$ cat config.mk
export PLATFORM = sky130hd
export DESIGN_NAME = alu_bist
export DESIGN_NICKNAME = d
export VERILOG_FILES = /design/src/rtl/alu_bist.sv
export SDC_FILE = /design/constraint.sdc
export NUM_CORES = 1
export LEC_CHECK = 0
export ABC_AREA = 1
export BUFFER_PORTS_ARGS = -buffer_cell sky130_fd_sc_hd__buf_2
export CORE_MARGIN = 8
export CORE_UTILIZATION = 30
export CTS_BUF_LIST = sky130_fd_sc_hd__clkbuf_8
export DETAILED_ROUTE_END_ITERATION = 12
export PLACE_DENSITY = 0.6
export RECOVER_POWER = 50
export REMOVE_ABC_BUFFERS = 1
export SETUP_SLACK_MARGIN = 0.3
export SLEW_MARGIN = 40
export SYNTH_ARGS = -nofsm -noshare
export SYNTH_HDL_FRONTEND = slang
export SYNTH_SLANG_ARGS = --single-unit
$ cat constraint.sdc
create_clock -name clk -period 2.1 [get_ports clk]
set_input_delay 0.42 -clock clk [delete_from_list [all_inputs] [get_ports clk]]
set_output_delay 0.42 -clock clk [all_outputs]
set_load 0.05 [all_outputs]
$ cat src/rtl/alu_bist.sv
// alu_bist: walks a fixed vector table through an external combinational ALU and scores the results (ALU_BIST_EXT_EN adds five edge-case vectors).
// Latency: N*(SETTLE+1) busy cycles per run, then a one-cycle Done pulse.
// Backpressure: none; Start is honoured only in IDLE and ignored while busy.
module alu_bist #(
    parameter int unsigned SETTLE = 1
) (
    input  logic        clk,
    input  logic        rst_n,
    input  logic        Start,
    input  logic [31:0] ALURes,
    output logic [31:0] A,
    output logic [31:0] B,
    output logic [3:0]  ALUOp,
    output logic        Busy,
    output logic        Done,
    output logic        Pass,
    output logic [4:0]  ErrCount,
    output logic [4:0]  FailIdx
);
    localparam logic [3:0] OP_ADD  = 4'b0000;
    localparam logic [3:0] OP_SUB  = 4'b1000;
    localparam logic [3:0] OP_SLL  = 4'b0001;
    localparam logic [3:0] OP_SLT  = 4'b0010;
    localparam logic [3:0] OP_SLTU = 4'b0011;
    localparam logic [3:0] OP_XOR  = 4'b0100;
    localparam logic [3:0] OP_SRL  = 4'b0101;
    localparam logic [3:0] OP_SRA  = 4'b1101;
    localparam logic [3:0] OP_OR   = 4'b0110;
    localparam logic [3:0] OP_AND  = 4'b0111;
`ifdef ALU_BIST_EXT_EN
    localparam logic [3:0] LAST_IDX = 4'd15;
`else
    localparam logic [3:0] LAST_IDX = 4'd10;
`endif
    localparam logic [4:0] NO_FAIL     = 5'h1F;
    localparam logic [3:0] SETTLE_LAST = 4'(SETTLE - 1);

    typedef struct packed {
        logic [31:0] a;
        logic [31:0] b;
        logic [3:0]  op;
        logic [31:0] exp;
    } vec_t;

    typedef enum logic [1:0] {IDLE, DRIVE, CHECK, DONE} state_t;

    function automatic vec_t vec_lookup(input logic [3:0] idx);
        vec_t v;
        v = '0;
        case (idx)
            4'd0:  v = '{32'h0000_0000, 32'h0000_0000, OP_ADD,  32'h0000_0000};
            4'd1:  v = '{32'h0000_0003, 32'h0000_0005, OP_ADD,  32'h0000_0008};
            4'd2:  v = '{32'h0000_0003, 32'h0000_0005, OP_SUB,  32'hFFFF_FFFE};
            4'd3:  v = '{32'h0000_0001, 32'h0000_0002, OP_SLL,  32'h0000_0004};
            4'd4:  v = '{32'hFFFF_FFFE, 32'h0000_0003, OP_SLT,  32'h0000_0001};
            4'd5:  v = '{32'h0000_0002, 32'h0000_0003, OP_SLTU, 32'h0000_0001};
            4'd6:  v = '{32'h0000_0004, 32'h0000_0001, OP_SRL,  32'h0000_0002};
            4'd7:  v = '{32'hFFFF_FFF8, 32'h0000_0002, OP_SRA,  32'hFFFF_FFFE};
            4'd8:  v = '{32'h0000_0003, 32'h0000_0006, OP_XOR,  32'h0000_0005};
            4'd9:  v = '{32'h0000_0003, 32'h0000_0006, OP_OR,   32'h0000_0007};
            4'd10: v = '{32'h0000_0003, 32'h0000_0006, OP_AND,  32'h0000_0002};
`ifdef ALU_BIST_EXT_EN
            4'd11: v = '{32'h7FFF_FFFF, 32'h0000_0001, OP_ADD,  32'h8000_0000};
            4'd12: v = '{32'hFFFF_FFFF, 32'h0000_0001, OP_SLTU, 32'h0000_0000};
            4'd13: v = '{32'h8000_0000, 32'h0000_001F, OP_SRA,  32'hFFFF_FFFF};
            4'd14: v = '{32'h8000_0000, 32'h0000_001F, OP_SRL,  32'h0000_0001};
            4'd15: v = '{32'h0000_0001, 32'h0000_0021, OP_SLL,  32'h0000_0002};
`endif
            default: v = '0;
        endcase
        return v;
    endfunction

    state_t      state_q, state_d;
    logic [3:0]  idx_q, idx_d;
    logic [3:0]  cnt_q, cnt_d;
    logic [31:0] a_q, a_d, b_q, b_d, exp_q, exp_d;
    logic [3:0]  op_q, op_d;
    logic [4:0]  err_q, err_d, fidx_q, fidx_d;
    logic        pass_q, pass_d;
    logic        mism;
    logic [3:0]  load_idx;
    vec_t        ld_v;

    always_ff @(posedge clk or negedge rst_n) begin
        if (!rst_n) begin
            state_q <= IDLE;
            idx_q   <= '0;
            cnt_q   <= '0;
            a_q     <= '0;
            b_q     <= '0;
            op_q    <= '0;
            exp_q   <= '0;
            err_q   <= '0;
            fidx_q  <= NO_FAIL;
            pass_q  <= 1'b0;
        end else begin
            state_q <= state_d;
            idx_q   <= idx_d;
            cnt_q   <= cnt_d;
            a_q     <= a_d;
            b_q     <= b_d;
            op_q    <= op_d;
            exp_q   <= exp_d;
            err_q   <= err_d;
            fidx_q  <= fidx_d;
            pass_q  <= pass_d;
        end
    end

    // The expected value travels with the operands so CHECK compares against exp_q.
    always_comb begin
        state_d  = state_q;
        idx_d    = idx_q;
        cnt_d    = cnt_q;
        a_d      = a_q;
        b_d      = b_q;
        op_d     = op_q;
        exp_d    = exp_q;
        err_d    = err_q;
        fidx_d   = fidx_q;
        pass_d   = pass_q;
        Done     = 1'b0;
        mism     = (ALURes != exp_q);
        load_idx = (state_q == IDLE) ? 4'd0 : idx_q + 4'd1;
        ld_v     = vec_lookup(load_idx);
        case (state_q)
            IDLE: begin
                if (Start) begin
                    state_d = DRIVE;
                    idx_d   = '0;
                    cnt_d   = '0;
                    {a_d, b_d, op_d, exp_d} = ld_v;
                    err_d   = '0;
                    fidx_d  = NO_FAIL;
                    pass_d  = 1'b0;
                end
            end
            DRIVE: begin
                if (cnt_q == SETTLE_LAST) begin
                    state_d = CHECK;
                    cnt_d   = '0;
                end else begin
                    cnt_d = cnt_q + 4'd1;
                end
            end
            CHECK: begin
                if (mism) begin
                    err_d = err_q + 5'd1;
                    if (fidx_q == NO_FAIL) fidx_d = {1'b0, idx_q};
                end
                if (idx_q == LAST_IDX) begin
                    state_d = DONE;
                    pass_d  = !mism && (err_q == 5'd0);
                end else begin
                    state_d = DRIVE;
                    idx_d   = load_idx;
                    {a_d, b_d, op_d, exp_d} = ld_v;
                end
            end
            DONE: begin
                Done    = 1'b1;
                state_d = IDLE;
            end
            default: state_d = IDLE;
        endcase
    end

    assign A        = a_q;
    assign B        = b_q;
    assign ALUOp    = op_q;
    assign Busy     = (state_q != IDLE);
    assign Pass     = pass_q;
    assign ErrCount = err_q;
    assign FailIdx  = fidx_q;
endmodule

=== After elaboration in Yosys (flattened, before gate mapping) ===
Memory sizes are Yosys's and may differ from the RTL's.
Index checks and enable logic that the tools add are counted.

* Flip-flop bits (word level): 121
* ROM bits: 1136
* Output and inout port bits: 81
* Memories: 1

{| class="wikitable"
|+ Memory list
! memory !! depth !! bits a word !! read ports !! clocked after memory_dff !! write ports !! RTL line !! RTL
|-
| (no name shown) || 16 || 71 || 1 || 0 || 0 || 50 || <nowiki>case (idx)</nowiki>
|}

* Add/sub/neg operators: 3
* Equal/unequal tests: 12
* Muxes and demuxes: 33
* Reductions and logical operators: 14

{| class="wikitable"
|+ Operators by type and width
! kind !! number
|-
| $mux 32 || 6
|-
| $pmux 32 s2 || 3
|-
| $ne 32x32->1 || 1
|-
| $mux 5 || 5
|-
| $mux 4 || 6
|-
| $pmux 4 s2 || 3
|-
| $pmux 5 s2 || 2
|-
| $ne 2x2->1 const B || 6
|-
| $reduce_and 3->1 || 3
|-
| $add 4x1->4 const B || 2
|-
| $pmux 2 s4 || 1
|-
| $mux 2 || 3
|-
| $reduce_bool 2->1 || 3
|-
| $add 5x1->5 const B || 1
|-
| $eq 5x5->1 const B || 1
|-
| $logic_not 5->1 || 1
|-
| $eq 2x2->1 const B || 2
|-
| $eq 4x4->1 const B || 1
|-
| $logic_not 4->1 || 1
|-
| $reduce_and 2->1 || 2
|-
| $reduce_and 4->1 || 1
|-
| $mux 1 || 3
|-
| $eq 2x1->1 const B || 1
|-
| $logic_not 2->1 || 1
|-
| other kinds (3) || 3
|}

=== Logic depth before layout (Yosys ltp) ===
* Depth in word-level cells: 5
* Gate-level depth with buffers: 13
* Mapped depth without buffers: 12

=== Worst setup path after synthesis ===
No wires, ideal clock.

* Kind: reg2reg
* From: register idx_q[0]
* To: register a_q[1], in the netlist A[1]
* Setup time: 0.073 ns
* Data arrival time: 1.762 ns
* Data required time: 2.027 ns
* Slack: 0.264 ns
* Cell stages (with the launch flop): 11
* Buffers on the path: 0
* Path through: dfrtp_1 -> inv_1 -> ha_1 -> nor2_1 -> inv_1 -> ha_1 -> nand2_1 -> inv_1 -> nand2_1 -> and2_4 -> a21oi_2

* Longest elaborated chain between the ends: 5

{| class="wikitable"
|+ Ends and longest elaborated chain
! element !! RTL line !! RTL
|-
| start: declaration || 75 || <nowiki>logic [3:0] idx_q, idx_d;</nowiki>
|-
| start signal: assignment || 99 || <nowiki>idx_q <= idx_d;</nowiki>
|-
| $add 4x1->4 || 125 || <nowiki>load_idx = (state_q == IDLE) ? 4'd0 : idx_q + 4'd1;</nowiki>
|-
| $mux 4 || 125 ||
|-
| $mem_v2 16x71 || n/a ||
|-
| $mux 32, on equally long branches || 152, 129 ||
|-
| $pmux 32 s2 || 127 || <nowiki>case (state_q)</nowiki>
|-
| end signal: assignment || 90 || <nowiki>a_q <= '0;</nowiki>
|-
| end signal: assignment || 101 || <nowiki>a_q <= a_d;</nowiki>
|-
| end: declaration || 77 || <nowiki>logic [31:0] a_q, a_d, b_q, b_d, exp_q, exp_d;</nowiki>
|}

Several ways; a longest one is shown, not always the timed one. The select of a mux whose other input is x is not followed.
A chain may end at the register's enable or synchronous reset.

=== Final worst setup path ===
* From: register state_q[1]
* To: register a_q[1], in the netlist A[1]

* Longest elaborated chain between the ends: 5

{| class="wikitable"
|+ Ends and longest elaborated chain
! element !! RTL line !! RTL
|-
| start: declaration || 74 || <nowiki>state_t state_q, state_d;</nowiki>
|-
| start signal: assignment || 98 || <nowiki>state_q <= state_d;</nowiki>
|-
| $logic_not 2->1 || 125, 127 ||
|-
| $mux 4 || 125 ||
|-
| $mem_v2 16x71 || n/a ||
|-
| $mux 32, on equally long branches || 152, 129 ||
|-
| $pmux 32 s2 || 127 ||
|}

Several ways; a longest one is shown, not always the timed one. The select of a mux whose other input is x is not followed.

==> flow_summary.toml <==
[cts]
cts.sinks = 36
cts_tree = "built"
cts_made_buffers = 5
clockRootBuffer = "clkbuf_8"
cts_max_level = 2
path_clk_slew_ps = 80
clockBufferDepth = 2
clk_latency_ps = 290

[floorplanning]
rows = 34
start_util_pct = 30.84
fp.dieW_um = 110.5
dieArea_um2 = 12200
fp.dieH_um = 110.5
io_pins = 116
core-area_um2 = 8678

[global_route]
overflow = 0
grt_max_degree = 37
antenna_found_initial = 0
grt_pass1_vias = 2327
grt_use_total_pct = 9.983
grt_pass1_wl_mm = 10.57

[final_layout]
antenna_cells = 0
stdcell_area_um2 = 3073
drive_above_1_share_pct = 26.45
fillers = 956
nNetsFinal = 474
areaGrowthSynthToFinish_pct = 14.82

[yosys]
yosysSeqAreaShare_pct = 33.89
synth_top_area_share_pct = 28.99
ys_warn_count = 0
synth_edf_count = 0
synth_xor_area_share_pct = 1.964
synth_top_family_by_area = "simple AND/OR/NAND/NOR gates"
netlist_area_um2 = 2676
synthSimpleGateAreaFrac_pct = 27.07
netlist_top_cells_count = "80 x nand2_1, 61 x buf_4, 44 x inv_1"
synthArstFlopShare_pct = 100.0
ys_ff_latch = 36
synthAdderAreaFrac_pct = 4.208
dominantRegCellSynth = "dfrtp_1"
synth_compound_area_share_pct = 8.462
yosysMostFrequentCell = "nand2_1"
synth.avg_cell_area_um2 = 7.353
synth_mux_area_share_pct = 0
yosys-top-cells-area = "dfrtp_1 29%, buf_4 17%, nand2_1 11%"
netlist_instances = 364
synth_largest_area_cell = "dfrtp_1"
synthDistinctLibCells = 37

[timing]
max_slew_margin_pct = 57.65
skew_ps = 6.737
worst_pin_slew_ps = 637.9
period_needed_ps = 1813
rsz0062_at_grt = "false"
max_freq_mhz = 551.5
layout_setup_ws_ps = 286.8
slew_violations = 0
finalHoldViolCount = 0
min_period_over_period_pct = 86.34
setup_viol_count_final = 0

[worst_setup_path]
required_ps = 2330
r2r_end = "A[1]"
reg2reg_depth = 9
cp_max_fo = 14
crit_arrival_ps = 2040
r2r_slack_ps = 290
rr_startpoint = "state_q[1]"
crit_path_start_kind = "register"
end_kind = "register"
crit_type = "register to register"

[run]
drv_cap = 0

[placed_design]
dp_hpwl_mm = 5.046
routabilityCongestion = 0.8026
pre_cts_ws_ps = 137.7
portBuffers = 86
placed_area_um2 = 2908

[route]
drc = 0
via_count = 2317
routedWlPerCell_um = 12.05
vias_per_cell = 4.299
drt-total-wl_mm = 6.496
first_pass_iters = 4
drt_iter0_markers = 193
met2_length_mm = 2.898
routed.top_layer = "met4"
wl_met3_um = 513
antenna_left = 0
wl_met1_mm = 2.994

[power_and_ir_drop]
p_total_mw = 4.125
ir_worst_vdd_mv = 0.4404
leakagePower_nw = 1.678
p_per_area_nw_per_um2 = 1342

[run_status]
status = "finished, final reports clean"

[hold_path]
hold_class = "input port to asynchronous set/reset pin"
==> critical path, cell delays in order, from the launching register on <==
cell	delay [ps]
dfrtp_1	480
nand2_1	200
inv_4	150
nand2_2	60
nor2_1	250
nor2_4	60
inv_2	230
a21oi_4	70
and2_4	150
a21oi_2	100
==> timing repair <==
action                                  CTS  global route
endpoints found under the setup margin   40            21
gates cloned                              0             1
gates resized for setup                   5            11
hold buffers                              0             0
setup buffers                             2             2
pin swaps                                 2             3
==> worst max path at each step <==
stage / slack [ps] / endpoint / from
2_1_floorplan: -7260 / A[30] / A[30]
3_3_place_gp: 180 / A[1] / idx_q[0]
3_5_place_dp: 140 / A[1] / idx_q[0]
4_1_cts: 300 / A[1] / idx_q[0]
5_1_grt: 150 / A[1] / state_q[0]
6_report: 290 / A[1] / state_q[1]
==> registers in the layout, indices dropped and copies added, names as in the netlist <==
register and count:
exp_q 5, state_q 2, ErrCount 5, B 3, FailIdx 5, A 4
ALUOp 3, idx_q 4, Pass 1, cnt_q 4
==> area by class of cell <==
type,count,area [µm²],area share [%]
multi-input cells,248,1270,41.33
clock buffers,5,68.82,2.239
inverters,46,175.2,5.700
flip-flops and latches,36,909.6,29.60
clock inverters,3,42.54,1.384
repair buffers,93,471.7,15.35
well taps,108,135.1,4.397
==> cells by family (layout without fill, tap and decap cells) <==
group                      Yosys count  in the layout
AOI/OAI and AO/OA                   38             38
xor gates and xnor gates             6              6
adders and majority gates            9              9
buffers and inverters              109            147
DFF                                 36             36
other                                1             29
and+or+nand+nor                    165            166
==> cell usage in the layout (no fill, tap or decap), types with 6 or more instances in the layout <==
cell type   n
a21oi_1     9
buf_2      67
buf_4       6
clkbuf_1   19
conb_1     29
dfrtp_1    29
ha_1        7
inv_1      41
nand2_1    81
nand3_1    18
nor2_1     42
o21ai_0    11
==> per-stage QoR <==
step | utilization [%] | setup TNS, ps | instances | hold WS (ps)
floorplan | - | -217700 | 329 | 124.4
global route | 35.41 | 0 | 539 | 126.9
CTS | 35.03 | 0 | 536 | 81.37
global placement | 33.51 | 0 | 526 | 395.7
finish | 35.41 | 0 | 539 | 111.0
detailed placement | 33.51 | 0 | 526 | 401.8
==> layer usage <==
metal / up-vias / global-route usage, %
li1: 1181 / -
met1: 1029 / 11.87
met2: 100 / 16.22
met3: 7 / 3.842
met4: 0 / 2.973
met5: - / 0
==> where the power goes <==
| part | switching [mW] | leakage (nW) | internal (mW) | total (mW) |
|---|---|---|---|---|
| sequential | 0.194 | 0.453 | 0.958 | 1.15 |
| combinational | 1.76 | 1.17 | 0.598 | 2.35 |
| clock | 0.268 | 0.0541 | 0.352 | 0.619 |
| total | 2.22 | 1.68 | 1.91 | 4.13 |
(Power assumes the default switching activity.)
